## src/rtl/mdu_pkg.sv

```systemverilog
// Shared encodings for the iterative multiply/divide unit: op codes, FSM states,
// and the counter-width helper.
package mdu_pkg;

  localparam logic [2:0] OP_MULT  = 3'd0;
  localparam logic [2:0] OP_MULTU = 3'd1;
  localparam logic [2:0] OP_DIV   = 3'd2;
  localparam logic [2:0] OP_DIVU  = 3'd3;
  localparam logic [2:0] OP_MTHI  = 3'd4;
  localparam logic [2:0] OP_MTLO  = 3'd5;

  typedef enum logic [1:0] {ST_IDLE, ST_MUL, ST_DIV, ST_FIX} state_t;

  // Wide enough to hold MUL_LAT-1 and WIDTH-1; never narrower than one bit.
  function automatic int MDU_CNT_W(input int mul_lat, input int width);
    int m;
    m = (mul_lat > width) ? mul_lat : width;
    return (m < 2) ? 1 : $clog2(m);
  endfunction

endpackage

```

## src/rtl/mdu_iter_if.sv

```systemverilog
// Issue/readback bus between the E stage and the multiply/divide unit.
interface mdu_iter_if #(parameter int WIDTH = 32);
  logic             req;
  logic             start;
  logic [2:0]       op;
  logic [WIDTH-1:0] src_a;
  logic [WIDTH-1:0] src_b;
  logic             rd_hi;
  logic [WIDTH-1:0] rd_data;
  logic             busy;

  modport master (output req, start, op, src_a, src_b, rd_hi,
                  input  rd_data, busy);
  modport slave  (input  req, start, op, src_a, src_b, rd_hi,
                  output rd_data, busy);
endinterface

```

## src/rtl/mdu_div_core.sv

```systemverilog
// Unsigned radix-2 restoring divider: one quotient bit per enabled step,
// WIDTH steps after load yield the final quotient and remainder.
module mdu_div_core #(parameter int WIDTH = 32) (
  input  logic             clk,
  input  logic             reset,
  input  logic             load,
  input  logic             step,
  input  logic [WIDTH-1:0] dividend,
  input  logic [WIDTH-1:0] divisor,
  output logic [WIDTH-1:0] quo,
  output logic [WIDTH-1:0] rem
);

  logic [WIDTH-1:0] dvs;
  logic [WIDTH:0]   trial;

  // quo doubles as the dividend shift register; its MSB feeds the remainder.
  always_comb trial = {rem, quo[WIDTH-1]} - {1'b0, dvs};

  always_ff @(posedge clk or posedge reset) begin
    if (reset) begin
      dvs <= '0;
      quo <= '0;
      rem <= '0;
    end else if (load) begin
      dvs <= divisor;
      quo <= dividend;
      rem <= '0;
    end else if (step) begin
      if (!trial[WIDTH]) begin
        rem <= trial[WIDTH-1:0];
        quo <= {quo[WIDTH-2:0], 1'b1};
      end else begin
        rem <= {rem[WIDTH-2:0], quo[WIDTH-1]};
        quo <= {quo[WIDTH-2:0], 1'b0};
      end
    end
  end

endmodule

```

## src/rtl/mdu_iter.sv

```systemverilog
// Multi-cycle MIPS multiply/divide unit; HI/LO only change when an operation
// completes, so rd_data never exposes partial results.
module mdu_iter
  import mdu_pkg::*;
#(
  parameter int WIDTH   = 32,
  parameter int MUL_LAT = 5
) (
  input logic       clk,
  input logic       reset,
  mdu_iter_if.slave bus
);

  localparam int CNT_W = MDU_CNT_W(MUL_LAT, WIDTH);

  state_t             state;
  logic [CNT_W-1:0]   cnt;
  logic [WIDTH-1:0]   hi, lo, opa, opb;
  logic               mul_sgn, neg_q, neg_r, dz, busy_q;
  logic               accept, is_div, sgn_div, a_neg, b_neg;
  logic [WIDTH-1:0]   amag, bmag, quo, rem;
  logic [2*WIDTH-1:0] ea, eb, prod;

  always_comb begin
    accept  = bus.start & ~bus.req & ~busy_q;
    is_div  = (bus.op == OP_DIV) || (bus.op == OP_DIVU);
    sgn_div = (bus.op == OP_DIV);
    a_neg   = sgn_div & bus.src_a[WIDTH-1];
    b_neg   = sgn_div & bus.src_b[WIDTH-1];
    amag    = a_neg ? -bus.src_a : bus.src_a;
    bmag    = b_neg ? -bus.src_b : bus.src_b;
    // Sign-extend only for MULT; the 2W-bit modular product is then exact for both.
    ea      = {{WIDTH{mul_sgn & opa[WIDTH-1]}}, opa};
    eb      = {{WIDTH{mul_sgn & opb[WIDTH-1]}}, opb};
    prod    = ea * eb;
  end

  mdu_div_core #(.WIDTH(WIDTH)) u_div (
    .clk      (clk),
    .reset    (reset),
    .load     (accept & is_div),
    .step     (state == ST_DIV),
    .dividend (amag),
    .divisor  (bmag),
    .quo      (quo),
    .rem      (rem)
  );

  always_ff @(posedge clk or posedge reset) begin
    if (reset) begin
      state   <= ST_IDLE;
      cnt     <= '0;
      hi      <= '0;
      lo      <= '0;
      opa     <= '0;
      opb     <= '0;
      mul_sgn <= 1'b0;
      neg_q   <= 1'b0;
      neg_r   <= 1'b0;
      dz      <= 1'b0;
      busy_q  <= 1'b0;
    end else begin
      case (state)
        ST_IDLE: if (accept) begin
          case (bus.op)
            OP_MTHI: hi <= bus.src_a;
            OP_MTLO: lo <= bus.src_a;
            OP_MULT, OP_MULTU: begin
              opa     <= bus.src_a;
              opb     <= bus.src_b;
              mul_sgn <= (bus.op == OP_MULT);
              cnt     <= CNT_W'(MUL_LAT - 1);
              state   <= ST_MUL;
              busy_q  <= 1'b1;
            end
            OP_DIV, OP_DIVU: begin
              neg_q  <= a_neg ^ b_neg;
              neg_r  <= a_neg;
              dz     <= (bus.src_b == '0);
              cnt    <= CNT_W'(WIDTH - 1);
              state  <= ST_DIV;
              busy_q <= 1'b1;
            end
            default: ;
          endcase
        end
        ST_MUL: begin
          if (cnt == '0) begin
            {hi, lo} <= prod;
            state    <= ST_IDLE;
            busy_q   <= 1'b0;
          end else cnt <= cnt - 1'b1;
        end
        ST_DIV: begin
          if (cnt == '0) state <= ST_FIX;
          else           cnt   <= cnt - 1'b1;
        end
        ST_FIX: begin
          // Divide by zero burns the full latency but leaves HI/LO alone.
          if (!dz) begin
            lo <= neg_q ? -quo : quo;
            hi <= neg_r ? -rem : rem;
          end
          state  <= ST_IDLE;
          busy_q <= 1'b0;
        end
        default: state <= ST_IDLE;
      endcase
    end
  end

  assign bus.busy    = busy_q;
  assign bus.rd_data = bus.rd_hi ? hi : lo;

endmodule

```

## src/flat_wrapper.sv

```systemverilog
// flat-port wrapper written by rule: the top's interface ports become plain ports
module mdu_iter_flat import mdu_pkg::*;
#(
  parameter int WIDTH   = 32,
  parameter int MUL_LAT = 5
)
  (clk, reset, bus_req, bus_start, bus_op, bus_src_a, bus_src_b, bus_rd_hi, bus_rd_data, bus_busy);
  mdu_iter_if #(.WIDTH(WIDTH)) bus_i ();
  input logic clk;
  input logic reset;
  input wire logic [$bits(bus_i.req)-1:0] bus_req;
  input wire logic [$bits(bus_i.start)-1:0] bus_start;
  input wire logic [$bits(bus_i.op)-1:0] bus_op;
  input wire logic [$bits(bus_i.src_a)-1:0] bus_src_a;
  input wire logic [$bits(bus_i.src_b)-1:0] bus_src_b;
  input wire logic [$bits(bus_i.rd_hi)-1:0] bus_rd_hi;
  output wire logic [$bits(bus_i.rd_data)-1:0] bus_rd_data;
  output wire logic [$bits(bus_i.busy)-1:0] bus_busy;
  assign bus_i.req = bus_req;
  assign bus_i.start = bus_start;
  assign bus_i.op = bus_op;
  assign bus_i.src_a = bus_src_a;
  assign bus_i.src_b = bus_src_b;
  assign bus_i.rd_hi = bus_rd_hi;
  assign bus_rd_data = bus_i.rd_data;
  assign bus_busy = bus_i.busy;
  mdu_iter #(.WIDTH(WIDTH), .MUL_LAT(MUL_LAT)) u_core (.clk(clk), .reset(reset), .bus(bus_i));
endmodule
```

## config.mk

```make
export PLATFORM = sky130hd
export DESIGN_NAME = mdu_iter_flat
export DESIGN_NICKNAME = d
export VERILOG_FILES = /design/src/rtl/mdu_pkg.sv /design/src/rtl/mdu_iter_if.sv /design/src/rtl/mdu_div_core.sv /design/src/rtl/mdu_iter.sv /design/src/flat_wrapper.sv
export SDC_FILE = /design/constraint.sdc
export NUM_CORES = 2
export LEC_CHECK = 0
export ABC_AREA = 1
export CORE_ASPECT_RATIO = 1.5
export CORE_UTILIZATION = 30
export DETAILED_ROUTE_END_ITERATION = 8
export PLACE_DENSITY = 0.46
export RECOVER_POWER = 25
export SLEW_MARGIN = 20
export SYNTH_ARGS = -nofsm -noshare
export SYNTH_HDL_FRONTEND = slang
export SYNTH_SLANG_ARGS = --single-unit
```

## constraint.sdc

```tcl
create_clock -name clk -period 20 [get_ports clk]
set_input_delay 4 -clock clk [delete_from_list [all_inputs] [get_ports clk]]
set_output_delay 4 -clock clk [all_outputs]
set_load 0.01 [all_outputs]
```

== Yosys cells after proc, flatten, opt, wreduce, memory -nomap -nowiden ==
Cells that the tools add are included.

* Multiplexer cells: 34
* Eq/ne operators: 17
* Reductions and logical operators: 19
* Add/sub/neg operators: 6
* Bitwise gates (word level): 10
* Multiply operators: 1

{| class="wikitable"
|+ Operators with widths
! cell !! number
|-
| 32-bit two-way mux || 18
|-
| 32-bit one-hot mux with 3 select lines || 2
|-
| 32-bit negation || 4
|-
| 33-bit by 33-bit multiplier with 64-bit output || 1
|-
| 33-bit by 32-bit subtractor with 33-bit output || 1
|-
| 32-bit zero test || 1
|-
| 5-bit one-hot mux with 2 select lines || 2
|-
| 4-bit AND reduction || 3
|-
| 5-bit two-way mux || 2
|-
| 2-bit inequality test (second input constant) || 5
|-
| 5-bit AND reduction || 2
|-
| 2-bit one-hot mux with 4 select lines || 1
|-
| 1-bit bitwise AND || 7
|-
| 3-bit by 2-bit equality test with 1-bit output (second input constant) || 2
|-
| 3-bit equality test (second input constant) || 2
|-
| 2-bit two-way mux || 3
|-
| 2-bit by 1-bit inequality test with 1-bit output (second input constant) || 3
|-
| 3-bit AND reduction || 2
|-
| 2-bit OR reduction || 3
|-
| 5-bit zero test || 1
|-
| 5-bit by 1-bit subtractor with 5-bit output (second input constant) || 1
|-
| 2-bit equality test (second input constant) || 2
|-
| 1-bit two-way mux || 4
|-
| 2-bit one-hot mux with 2 select lines || 1
|-
| other kinds (12) || 14
|}

* Output and inout port bits: 33
* Register bits: 236

== Longest topological paths before layout ==
* Depth in word-level cells: 5
* Gate-level depth with buffers: 35
* Depth with buffers taken out: 33

== Hierarchy ==
A second synthesis with hierarchy kept.

* Cell total of the unflattened synthesis: 7768
* Area, all modules: 57491.4 µm²

{| class="wikitable"
|+ Modules (own cells, without submodules)
! module !! seq. area each (µm²) !! area an instance (µm²) !! cells an instance !! instances
|-
| mdu_iter || 3503.4 || 50694.9 || 6730 || 1
|-
| mdu_div_core || 2402.3 || 6796.5 || 1038 || 1
|}

== Least setup slack after synthesis ==
OpenSTA, ideal clock, no wires.

* Path kind: input-to-output
* Start point: input bus_rd_hi
* End point: output bus_rd_data[0]
* Buffers on the path: 2
* Data arrival time: 4891 ps
* Setup slack: 11109 ps
* Cell stages on the path: 3
* Path through: clkbuf_1 -> buf_1 -> mux2_2

* Longest elaborated chain between the ends: 1

{| class="wikitable"
|+ RTL lines
! element !! RTL line !! source
|-
| start: declaration || flat_wrapper.sv:16 || <nowiki>input wire logic [$bits(bus_i.rd_hi)-1:0] bus_rd_hi;</nowiki>
|-
| 32-bit two-way mux || mdu_iter.sv:113 || <nowiki>assign bus.rd_data = bus.rd_hi ? hi : lo;</nowiki>
|-
| end: declaration || flat_wrapper.sv:17 || <nowiki>output wire logic [$bits(bus_i.rd_data)-1:0] bus_rd_data;</nowiki>
|}

No other way between the ends.

== Worst setup path in the final report ==
* Start point: input bus_rd_hi
* End point: output bus_rd_data[10]

The elaborated chain is that of the path after synthesis.

==> impl_metrics.yaml <==
final_layout:
  multi_input_area_mm2: 0.04172
  final_common_cell: "inv_1"
  most-common-layout-cells: "inv_1, nand2_1, fa_1, nor2_1, nand3_1"
  drive_above_1_share_pct: 3.200
  layout.cells.non_filler: 9828
  nets: 8808
  fill_cells: 20300
  seq_area_mm2: 0.005918
  area_growth_pct: 7.460
die:
  die_h_um: 533.1
  row_count: 194
  die_area_mm2: 0.1898
  chipWidth_um: 356.1
  start_util_pct: 30.26
  coreArea_mm2: 0.1864
  ios: 105
global_route:
  grt_max_degree: 74
  grt_pass1_wl_mm: 322.5
  grt.overflow.total: 0
  antenna_found_initial: 4
  grt_use_total_pct: 22.72
  grt_pass1_vias: 51770
timing:
  slew_headroom_pct: -133.8
  rsz0062_at_grt: "no"
  final-hold-violation-count: 0
  setup_violations: 0
  skew_ns: 0.02828
  max_freq_mhz: 103.6
  tns_ns: 0
  worst_pin_slew_ns: 3.487
  period_needed_ns: 9.656
  finalCritPeriodShare_pct: 48.28
  slew_viol_final: 180
run_status:
  failed_checks: "capacitance limit, slew limit"
  status: "finished with violations"
yosys:
  synth_seq_cells: 236
  synth.distinct_cells: 64
  synth_top_area_cell: "fa_1"
  syn_area_mm2: 0.05641
  synth_cells: 7502
  synth_edf_count: 0
  synth_nets: 8954
  yosysSeqAreaShare_pct: 10.47
  async_reset_ff_share_pct: 100.0
  syn_area_per_cell_um2: 7.519
  yosysTopAreaCellShare_pct: 39.96
  yosysWarnings: 0
  synth_area_leaders: "fa_1, inv_1, nand2_1"
  synth_flop_cell: "dfrtp_1"
placed_design:
  numPortBuffers: 104
  dpl.hpwl_mm: 179.7
  gp_congestion: 0.9471
  dp.cells: 9779
drt:
  post_drt_wl_per_cell_um: 21.58
  num_vias: 47400
  wl_mm: 212.1
  post_drt_via_cell_ratio: 4.823
  drt_pass1_iterations: 6
  drt_iter0_markers: 2393
  antenna_left: 0
  drc: 0
min_path:
  worstHoldPathType: "reg -> reg"
cts:
  cts_buffers: 25
  path_clk_slew_ns: 0.07
  cts_tree: "yes"
  max-clock-path-buffers: 3
  post_cts_resized: 0
  cts_setup_buffers: 0
  clock-sinks: 236
  postCtsHoldBufs: 0
  root_buffer: "clkbuf_16"
  clock_latency_ns: 0.62
  cts_htree_levels: 1
worst_setup_path:
  required_ns: 16.00
  critPathMaxFanout: 50
  arrival_ns: 5.66
  path_class: "in -> out"
  critPathCaptureType: "output pin"
  cp-start-kind: "primary input"
job:
  maxCapViolCount: 3
metrics by stage:
step / hold WS [ns] / cell area, µm² / setup WS, ns / util (%)
after floorplan: 0.4491 / 56410 / 9.525 / -
after global placement: 0.4674 / 59730 / 10.39 / 32.04
after CTS: 0.4912 / 60620 / 10.34 / 32.52
after global routing: 0.5017 / 60610 / 9.695 / 32.51
final: 0.4876 / 60620 / 10.34 / 32.52
after detailed placement: 0.4737 / 59730 / 10.35 / 32.04
final cells by class:
type,instances,area share (%)
multi-input cells,4944,68.82
clock buffers,28,1.100
repair buffers,187,2.731
clock inverters,17,0.3612
well taps,2450,5.057
diodes,4,0.01651
inverters,1962,12.15
flip-flops and latches,236,9.763
per-layer routing:
layer | global-route usage, % | wire, µm | up-vias | part of all wire [%]
li1 | - | - | 21590 | -
met1 | 23.99 | 75260 | 24220 | 35
met2 | 44.74 | 118800 | 1148 | 56
met3 | 1.046 | 5466 | 438 | 2.6
met4 | 11.64 | 12550 | 0 | 5.9
met5 | 0 | 0 | - | 0
logic make-up (layout without fill, tap and decap cells):
logic type,Yosys count,in the layout,synth area share [%]
mux,14,14,0.2795
buf+inv,2322,2194,15.61
flops,236,236,10.47
simple gates,2844,2844,20.68
fa+ha+maj,1380,1380,45.60
other cells,0,4,0
xor+xnor,66,66,1.025
compound gates,640,640,6.344
cells in the mapped netlist, types with 3 or more instances:
master,count
a21boi_0,3
a21o_1,3
a21oi_1,222
a21oi_2,5
a22oi_1,8
a31oi_1,13
a41oi_1,5
buf_1,8
buf_2,26
buf_6,5
clkbuf_1,319
dfrtp_1,236
fa_1,1126
ha_1,254
inv_1,1957
inv_2,5
mux2_2,14
nand2_1,1877
nand2_2,18
nand3_1,343
nand3_2,4
nand3b_1,14
nand4_1,52
nor2_1,433
nor2_2,12
nor3_1,44
nor3_2,7
nor4_1,7
o211ai_1,18
o21a_1,6
o21ai_0,254
o21ai_1,27
o21ai_2,3
o21bai_1,21
o221ai_1,26
o22ai_1,9
o31ai_1,6
or2_2,15
xnor2_1,18
xor2_1,48
worst max-delay path: stages:
cell,delay (ns)
buf_2,0.73
mux2_2,0.43
clkdlybuf4s50_1,0.48
sequential cells by signal (all words and copies together), names as in the netlist:
| signal | cells |
|---|---|
| u_core.hi | 32 |
| u_core.neg_q | 1 |
| u_core.mul_sgn | 1 |
| u_core.opb | 32 |
| u_core.u_div.quo | 32 |
| u_core.dz | 1 |
| u_core.lo | 32 |
| u_core.bus.busy | 1 |
| u_core.u_div.dvs | 32 |
| u_core.opa | 32 |
| u_core.state | 2 |
| u_core.u_div.rem | 32 |
| u_core.neg_r | 1 |
| u_core.cnt | 5 |
final timing paths:
kind	start	endpoint	slack, ns	depth (start not counted)
worst min-delay path	u_core.opa[22]$_DFFE_PP0P_	u_core.opa[22]$_DFFE_PP0P_	0.49	2
max in group asynchronous	reset	u_core.opb[28]$_DFFE_PP0P_	10.72	3
min in group asynchronous	reset	u_core.u_div.dvs[30]$_DFFE_PP0P_	4.86	2
worst max-delay path	bus_rd_hi	bus_rd_data[10]	10.34	3
worst max register to register	u_core.mul_sgn$_DFFE_PP0P_	u_core.hi[24]$_DFFE_PP0P_	10.87	28
worst min register to register	u_core.opa[22]$_DFFE_PP0P_	u_core.opa[22]$_DFFE_PP0P_	0.49	2
Power is left out: the tool's default activity adds up to more than one toggle a clock period on the data nets, which glitch-free logic cannot reach.
